File: config.mk
export PLATFORM = sky130hd
export DESIGN_NAME = ila_trigger_ctrl
export DESIGN_NICKNAME = d
export VERILOG_FILES = /design/src/rtl/ila_trigger_ctrl.sv
export SDC_FILE = /design/constraint.sdc
export NUM_CORES = 1
export LEC_CHECK = 0
export ABC_AREA = 1
export BUFFER_PORTS_ARGS = -buffer_cell sky130_fd_sc_hd__buf_2
export CAP_MARGIN = 10
export CORE_ASPECT_RATIO = 0.6
export CORE_MARGIN = 5
export CORE_UTILIZATION = 30
export DETAILED_ROUTE_END_ITERATION = 6
export GPL_TIMING_DRIVEN = 0
export PLACE_DENSITY_LB_ADDON = 0.2
export SLEW_MARGIN = 20
export SYNTH_ARGS = -nofsm -noshare
export SYNTH_HDL_FRONTEND = slang
export SYNTH_SLANG_ARGS = --single-unit
File: constraint.sdc
create_clock -name clk -period 3.4 [get_ports clk]
set_input_delay 0.34 -clock clk [delete_from_list [all_inputs] [get_ports clk]]
set_output_delay 0.34 -clock clk [all_outputs]
set_load 0.02 [all_outputs]
File: src/rtl/ila_trigger_ctrl.sv
// Capture sequencer and trigger unit for the ILA: walks the sample RAM write pointer through
// prefill, armed, post-trigger and done, and exposes control/status registers on the CPU bus.
module ila_trigger_ctrl #(
    parameter int WIDTH = 32,
    parameter int DEPTH = 1024,
    localparam int AW = $clog2(DEPTH)
) (
    input  logic             clk,
    input  logic             rst,
    input  logic [WIDTH-1:0] sample_in,
    input  logic [31:0]      bus_addr,
    input  logic             bus_wen,
    input  logic             bus_ren,
    input  logic [31:0]      bus_wdata,
    output logic [31:0]      bus_rdata,
    output logic             cap_we,
    output logic [AW-1:0]    cap_addr,
    output logic             trigger_out
);

    typedef enum logic [2:0] {
        S_IDLE    = 3'd0,
        S_PREFILL = 3'd1,
        S_ARMED   = 3'd2,
        S_POST    = 3'd3,
        S_DONE    = 3'd4
    } state_t;

    localparam logic [AW-1:0] LAST_IDX = AW'(DEPTH - 1);

    state_t           state, state_n;
    logic [AW-1:0]    wptr;
    logic [AW-1:0]    pcnt;
    logic [AW-1:0]    post_cnt;
    logic [WIDTH-1:0] mask;
    logic [WIDTH-1:0] value;
    logic [AW-1:0]    post_len;
    logic [AW-1:0]    trig_idx;
    logic             mode;
    logic             triggered;
    logic             force_pend;
    logic             prev_match;

    logic [2:0]    word;
    logic          ctrl_wr, arm, abort, force_wr;
    logic          cfg_ok, capturing, enter_prefill;
    logic          match, hit, fire, done;
    logic [AW-1:0] pre_thr;
    logic [AW:0]   pcnt_next;
    logic          pre_done;
    logic          unused_bits;

    assign word     = bus_addr[4:2];
    assign ctrl_wr  = bus_wen && (word == 3'd0);
    assign arm      = ctrl_wr && bus_wdata[0];
    assign abort    = ctrl_wr && bus_wdata[1];
    assign force_wr = ctrl_wr && bus_wdata[2];

    assign cfg_ok    = (state == S_IDLE) || (state == S_DONE);
    assign capturing = (state == S_PREFILL) || (state == S_ARMED) || (state == S_POST);
    assign done      = (state == S_DONE);
    // ABORT beats a simultaneous ARM
    assign enter_prefill = cfg_ok && arm && !abort;

    assign match = ((sample_in & mask) == (value & mask));
    assign hit   = mode ? (match && !prev_match) : match;
    assign fire  = (state == S_ARMED) && (hit || force_pend) && !abort;

    // Threshold 0 still takes one prefill sample, so compare count+1 against it
    assign pre_thr   = LAST_IDX - post_len;
    assign pcnt_next = {1'b0, pcnt} + (AW+1)'(1);
    assign pre_done  = (pcnt_next >= {1'b0, pre_thr});

    assign cap_we      = capturing;
    assign cap_addr    = wptr;
    assign trigger_out = fire;

    assign unused_bits = ^{bus_addr[31:5], bus_addr[1:0], bus_ren, bus_wdata};

    always_comb begin
        state_n = state;
        case (state)
            S_IDLE:    if (arm) state_n = S_PREFILL;
            S_PREFILL: if (pre_done) state_n = S_ARMED;
            S_ARMED:   if (fire) state_n = (post_len == '0) ? S_DONE : S_POST;
            S_POST:    if (post_cnt == AW'(1)) state_n = S_DONE;
            S_DONE:    if (arm) state_n = S_PREFILL;
            default:   state_n = S_IDLE;
        endcase
        if (abort) state_n = S_IDLE;
    end

    always_ff @(posedge clk or posedge rst) begin
        if (rst) begin
            state <= S_IDLE;
        end else begin
            state <= state_n;
        end
    end

    always_ff @(posedge clk or posedge rst) begin
        if (rst) begin
            wptr       <= '0;
            pcnt       <= '0;
            post_cnt   <= '0;
            trig_idx   <= '0;
            triggered  <= 1'b0;
            force_pend <= 1'b0;
            prev_match <= 1'b0;
        end else begin
            if (enter_prefill) begin
                wptr <= '0;
                pcnt <= '0;
            end else begin
                if (capturing) wptr <= wptr + AW'(1);
                if (state == S_PREFILL) pcnt <= pcnt + AW'(1);
            end

            if (enter_prefill) prev_match <= 1'b0;
            else if (capturing) prev_match <= match;

            if (fire) begin
                post_cnt <= post_len;
                trig_idx <= wptr;
            end else if (state == S_POST) begin
                post_cnt <= post_cnt - AW'(1);
            end

            if (abort || enter_prefill) triggered <= 1'b0;
            else if (fire) triggered <= 1'b1;

            // FORCE is only remembered while a capture is in flight
            if (abort || enter_prefill) force_pend <= 1'b0;
            else if (force_wr && capturing) force_pend <= 1'b1;
            else if (fire) force_pend <= 1'b0;
        end
    end

    always_ff @(posedge clk or posedge rst) begin
        if (rst) begin
            mask     <= '0;
            value    <= '0;
            post_len <= '0;
            mode     <= 1'b0;
        end else if (bus_wen && cfg_ok) begin
            case (word)
                3'd2:    mask     <= bus_wdata[WIDTH-1:0];
                3'd3:    value    <= bus_wdata[WIDTH-1:0];
                3'd4:    post_len <= bus_wdata[AW-1:0];
                3'd6:    mode     <= bus_wdata[0];
                default: ;
            endcase
        end
    end

    always_comb begin
        bus_rdata = '0;
        case (word)
            3'd1:    bus_rdata = {27'd0, triggered, done, state};
            3'd2:    bus_rdata[WIDTH-1:0] = mask;
            3'd3:    bus_rdata[WIDTH-1:0] = value;
            3'd4:    bus_rdata[AW-1:0] = post_len;
            3'd5:    bus_rdata[AW-1:0] = trig_idx;
            3'd6:    bus_rdata[0] = mode;
            default: bus_rdata = '0;
        endcase
    end

endmodule

# Yosys cells after proc, flatten, opt, wreduce, memory -nomap -nowiden
# Index checks and enable logic that the tools add are counted.
# word_totals
register_bits	121
out_inout_bits	44
elab_cells	92
# op_classes
reduce_logical	32
bitwise	2
n_mux	24
n_eq_ne	16
order_cmp	1
add_sub_neg	5
# op_table
operator	n
bitwise AND 32 bit	2
2-to-1 mux 10 bit	6
one-hot mux 9 bit (5 select lines)	1
one-hot mux 22 bit (2 select lines)	1
== test 32 bit	1
adder 10 x 1 -> 10 bit (second input constant)	2
2-to-1 mux 3 bit	6
== test 3 x 2 -> 1 bit (second input constant)	4
== test 3 bit (second input constant)	4
one-hot mux 3 bit (4 select lines)	1
adder 10 x 1 -> 11 bit (second input constant)	1
>= comparator 11 x 10 -> 1 bit	1
logical AND 1 bit	11
== test 10 x 1 -> 1 bit (second input constant)	1
logical NOT 10 bit	1
subtractor 10 x 1 -> 10 bit (second input constant)	1
subtractor 10 bit (first input constant)	1
2-to-1 mux 1 bit	8
AND reduction 2 bit	4
nonzero test 2 bit	4
== test 3 x 1 -> 1 bit (second input constant)	2
logical NOT 3 bit	2
inequality test 3 bit (second input constant)	2
one-hot mux 1 bit (6 select lines)	1
7 further kinds	12

# Logic depth before layout (Yosys ltp)
# logic_depth
ltp_word	10
mapped_depth	20

# Worst setup path before layout
# OpenSTA, ideal clock, no wires.
# synth_path
path_kind	register to register
startpoint	reg pcnt[2]
endpoint	reg state[1]
path_buffers	0
stages_incl_launch_ff	16
arrival_time_ns	2.168
t_required_ns	3.283
setup_time_ns	0.117
path_slack_ns	1.114
synth_period_minus_slack_ns	2.286
path_cell_list	dfrtp_1 > nand2_1 > nor2_1 > nand4_1 > nor2_1 > nand3_1 > xor2_1 > inv_1 > ha_1 > inv_1 > o211ai_1 > nor2_1 > a21oi_1 > nand2_1 > nand3_1 > nand2_1
# synth_between
elab_chain_cells	4
# synth_lines
item	line_no	rtl
start, declared	33	logic [AW-1:0] pcnt;
start signal, assigned	116	if (state == S_PREFILL) pcnt <= pcnt + AW'(1);
adder 10 x 1 -> 11 bit	71	assign pcnt_next = {1'b0, pcnt} + (AW+1)'(1);
>= comparator 11 x 10 -> 1 bit	72	assign pre_done = (pcnt_next >= {1'b0, pre_thr});
inequality test 3 bit (no line)	n/a	
AND reduction 4 bit (no line)	n/a	
end signal, assigned	97	state <= state_n;
end, declared	31	state_t state, state_n;
# No other way between the ends.
# A chain may end at the register's enable or synchronous reset.

# Final worst setup path
# layout_path
startpoint	reg pcnt[0]
endpoint	reg state[1]
# The elaborated chain is that of the path after synthesis.

==> metrics.md <==
| Metric | Value |
|---|---|
| Worst Tran Pin Value | 816.5 ps |
| Vias per inst | 4.762 |
| Fin. max-slew vios | 0 |
| WP data arrival | 3140 ps |
| Rows | 43 |
| Pre-CTS setup slack | about 630 ps |
| Starting density of the core | 0.3037 |
| Met3 Wirelength | 1990 um |
| Vias in the first global route | ~6400 |
| Largest delay share family, worst path | simple AND/OR/NAND/NOR gates |
| Most used cell, CP | nand2_1 |
| Synth Cell Area | 0.006977 sq mm |
| Crit start category | flop |
| Metal-1 WL | around 13000 um |
| Hold WS | 179.7 ps |
| Worst Path Required | 3710 ps |
| Diode count | 0 |
| Die area | around 0.027 sq mm |
| Fillers | 2490 |
| WHS Endpoint | value[18] |
| Clock transition at path regs | 60 ps |
| Gpl congestion | 0.8661 |
| Final Skew | ~13 ps |
| Setup Buffers After CTS | 0 |
| Fin cells | 1439 |
| Layout area overhead | 24.10% |
| Power Total | 7.201 mW |
| Hold path cells | 3 |
| Max layer used | met5 |
| Final Util | 0.3769 |
| Longest Clk Path Bufs | 2 |
| Period utilization | 0.8332 |
| Synth cell types | 35 |
| First-pass GRT wire length | 37180 um |
| FF+latch count, synth | roughly 120 |
| Initial antenna violation count | 1 |
| Final hold vios | 0 |
| Placed Instances | 1406 |
| Max Cap Viol | 0 |
| Outcome | finished, final reports clean |
| R2R setup slack | 570 ps |
| Synth Area per Inst | 7.156 sq um |
| Max Freq | 0.3530 GHz |
| Tmin final | ~2800 ps |
| Hold path start | bus_wdata[18] |
| TritonCTS Sinks | approximately 120 |
| Pwr/cell area | 831.7 mW/mm^2 |
| Setup TNS | 0 ps |
| PortBufs | between 100 and 150 |
| Metal2 WL | 9099 um |
| DRT iter0 DRCs | 546 |
| Post-synth net total | 1090 |
| Root Buffer | clkbuf_16 |
| Skew-Pair Late Insertion Delay | 420 ps |
| Share of cells above drive strength 1 | 0.1584 |
| Routed Antenna Nets | 0 |
| HP Class | in -> reg |
| Largest net degree at the start of global routing | 33 |
| WL final | approximately 24000 um |
| Hpwl dp | 18740 um |
| TritonCTS clock tree | built |
| Drt wl/cell | 16.56 um |
| Slack of the critical path | roughly 570 ps |
| RSZ-0062 raised after global routing | no |
| Total GRT Usage | 0.1834 |
| Design area | 0.008658 sq mm |
| Worst flop-to-flop path startpoint | pcnt[0] |
| Worst path cell trace | nand2_1 > nor2_1 > nand4_1 > nor2_1 > xor2_1 > inv_1 > ha_1 > nand2_1 > nor2_1 > nand3_1 > nand2_1 > nand2_1 > a21oi_1 > nand2_1 > nand3_1 > nand2_1 |
| Post-route DRC violation count | 0 |
| Final setup viols | 0 |
| Leak | between 4 and 5 nW |
| Worst path bufs/invs | 1 |
| Sequential area share after synthesis | 0.4340 |
| DRT Pass-1 Iters | 5 |
| Area of the multi-input gates | 0.003224 sq mm |
| CP endpoint kind | flop |
| Grt total ovfl | 0 |
| Reg2reg end | state[1] |
| Reg2Reg Depth | 16 |
| IR drop worst, VDD | ~0.00044 V |
| I/O pin count | roughly 140 |
| Placed inst area | 0.008015 sq mm |
| Slowest stage delay, CP | around 440 ps |
| Net count, final | 1226 |
| Mapped Cells | 975 |
| Core area | between 0.02 and 0.025 sq mm |
| Crit-path max FO | 5 |
| Vias | 6853 |
| FF+latch area | 0.003028 sq mm |
| Yosys warns | 0 |
| Die Y-Extent | around 130 um |
| Relative slew slack | 0.4515 |
| Die X | between 200 and 250 um |
| H-Tree Depth | 4 |
| Slowest stage cell, crit path | dfrtp_1 |
| CTS Buf Count | 17 |
| Setup CP Type | reg -> reg |
-- registers in the layout (all words and copies together) (netlist names) --
signal	count
state	3
mask	32
post_cnt	10
force_pend	1
mode	1
cap_addr	10
pcnt	10
trig_idx	10
post_len	10
value	32
triggered	1
prev_match	1
-- per-layer routing --
layer  track usage  vias up
li1              -     3386
met1        0.2963     3240
met2        0.2383      209
met3       0.05588       16
met4       0.02835        2
met5             0        -
-- what timing repair did --
item,in CTS,in global routing
hold buffers,1,0
endpoints found under the hold margin,8,0
resized for setup,0,0
-- cells in the mapped netlist (all sizes together) --
cell type  instances  area, sq um
a32o               1        10.01
or2                6        37.54
a221oi            10        87.58
nor4               3        18.77
o22ai              6        37.54
ha                15        187.7
a31oi              2        12.51
nand3             71        360.3
buf                7        56.30
clkinv             3        11.26
nand3b             2        15.01
clkbuf            20        75.07
a21oi             36        183.9
o2111ai            1        8.760
nand2            310         1179
a22o               1        8.760
inv              155        581.8
nor3              14        85.08
o211ai             2        15.01
nor2              60        232.7
dfrtp            121         3028
nand4             10        62.56
o21ai            107        576.8
xor2              12        105.1
-- worst reg2reg max path: stages (launching register included) --
cell and delay (ps):
dfrtp_1 440, nand2_1 80, nor2_1 210, nand4_1 160, nor2_1 210, xor2_1 220, inv_1 70, ha_1 330
nand2_1 60, nor2_1 110, nand3_1 120, nand2_1 90, nand2_1 60, a21oi_1 320, nand2_1 130, nand3_1 80
nand2_1 50
-- final cells by class --
cell class              count  share of cell area
inverters                 158             0.06893
multi-input cells         669              0.3724
repair buffers            117             0.07514
clock inverters             7             0.01590
well taps                 315             0.04552
plain buffers              27             0.01517
flip-flops and latches    121              0.3497
clock buffers              25             0.05723
-- layout by cell type, fill, tap and decap left out, types with 6 or more instances in the layout --
master | synthesis | final
nor3_1 | 11 | 11
buf_2 | 3 | 115
nand4_1 | 10 | 10
nor2_1 | 57 | 57
o22ai_1 | 6 | 6
nand3_1 | 70 | 70
nand2_1 | 308 | 308
a21oi_1 | 35 | 35
ha_1 | 15 | 15
o21ai_2 | 11 | 11
dfrtp_1 | 121 | 121
a221oi_1 | 10 | 10
xor2_1 | 12 | 12
inv_1 | 153 | 152
clkbuf_16 | 0 | 17
clkbuf_1 | 20 | 24
o21ai_0 | 95 | 95
-- power by group --
part / switching (mW) / internal [mW]
registers: 0.692 / 2.07
clock network: 0.654 / 1.30
logic: 1.60 / 0.890
total: 2.94 / 4.26
-- kinds of logic (layout without fill, tap and decap cells) --
family	Yosys count	count (layout)	share of synthesized area
compound gates	166	166	0.1349
xor+xnor	12	12	0.01506
fa+ha+maj	15	15	0.02690
buf+inv	185	334	0.1038
flops	121	121	0.4340
simple gates	476	476	0.2853
-- how the worst max path moves through the flow --
stage | start | endpoint | slack (ps) | cells after the start
3_3_place_gp | rst | value[22] | 580 | 2
6_report | pcnt[0] | state[1] | 570 | 16
2_1_floorplan | pcnt[2] | state[1] | 1110 | 15
5_1_grt | pcnt[0] | state[2] | 240 | 16
3_5_place_dp | pcnt[0] | state[2] | 630 | 15
4_1_cts | pcnt[0] | state[1] | 610 | 15
Note: power is estimated with default switching activity, not from simulation.
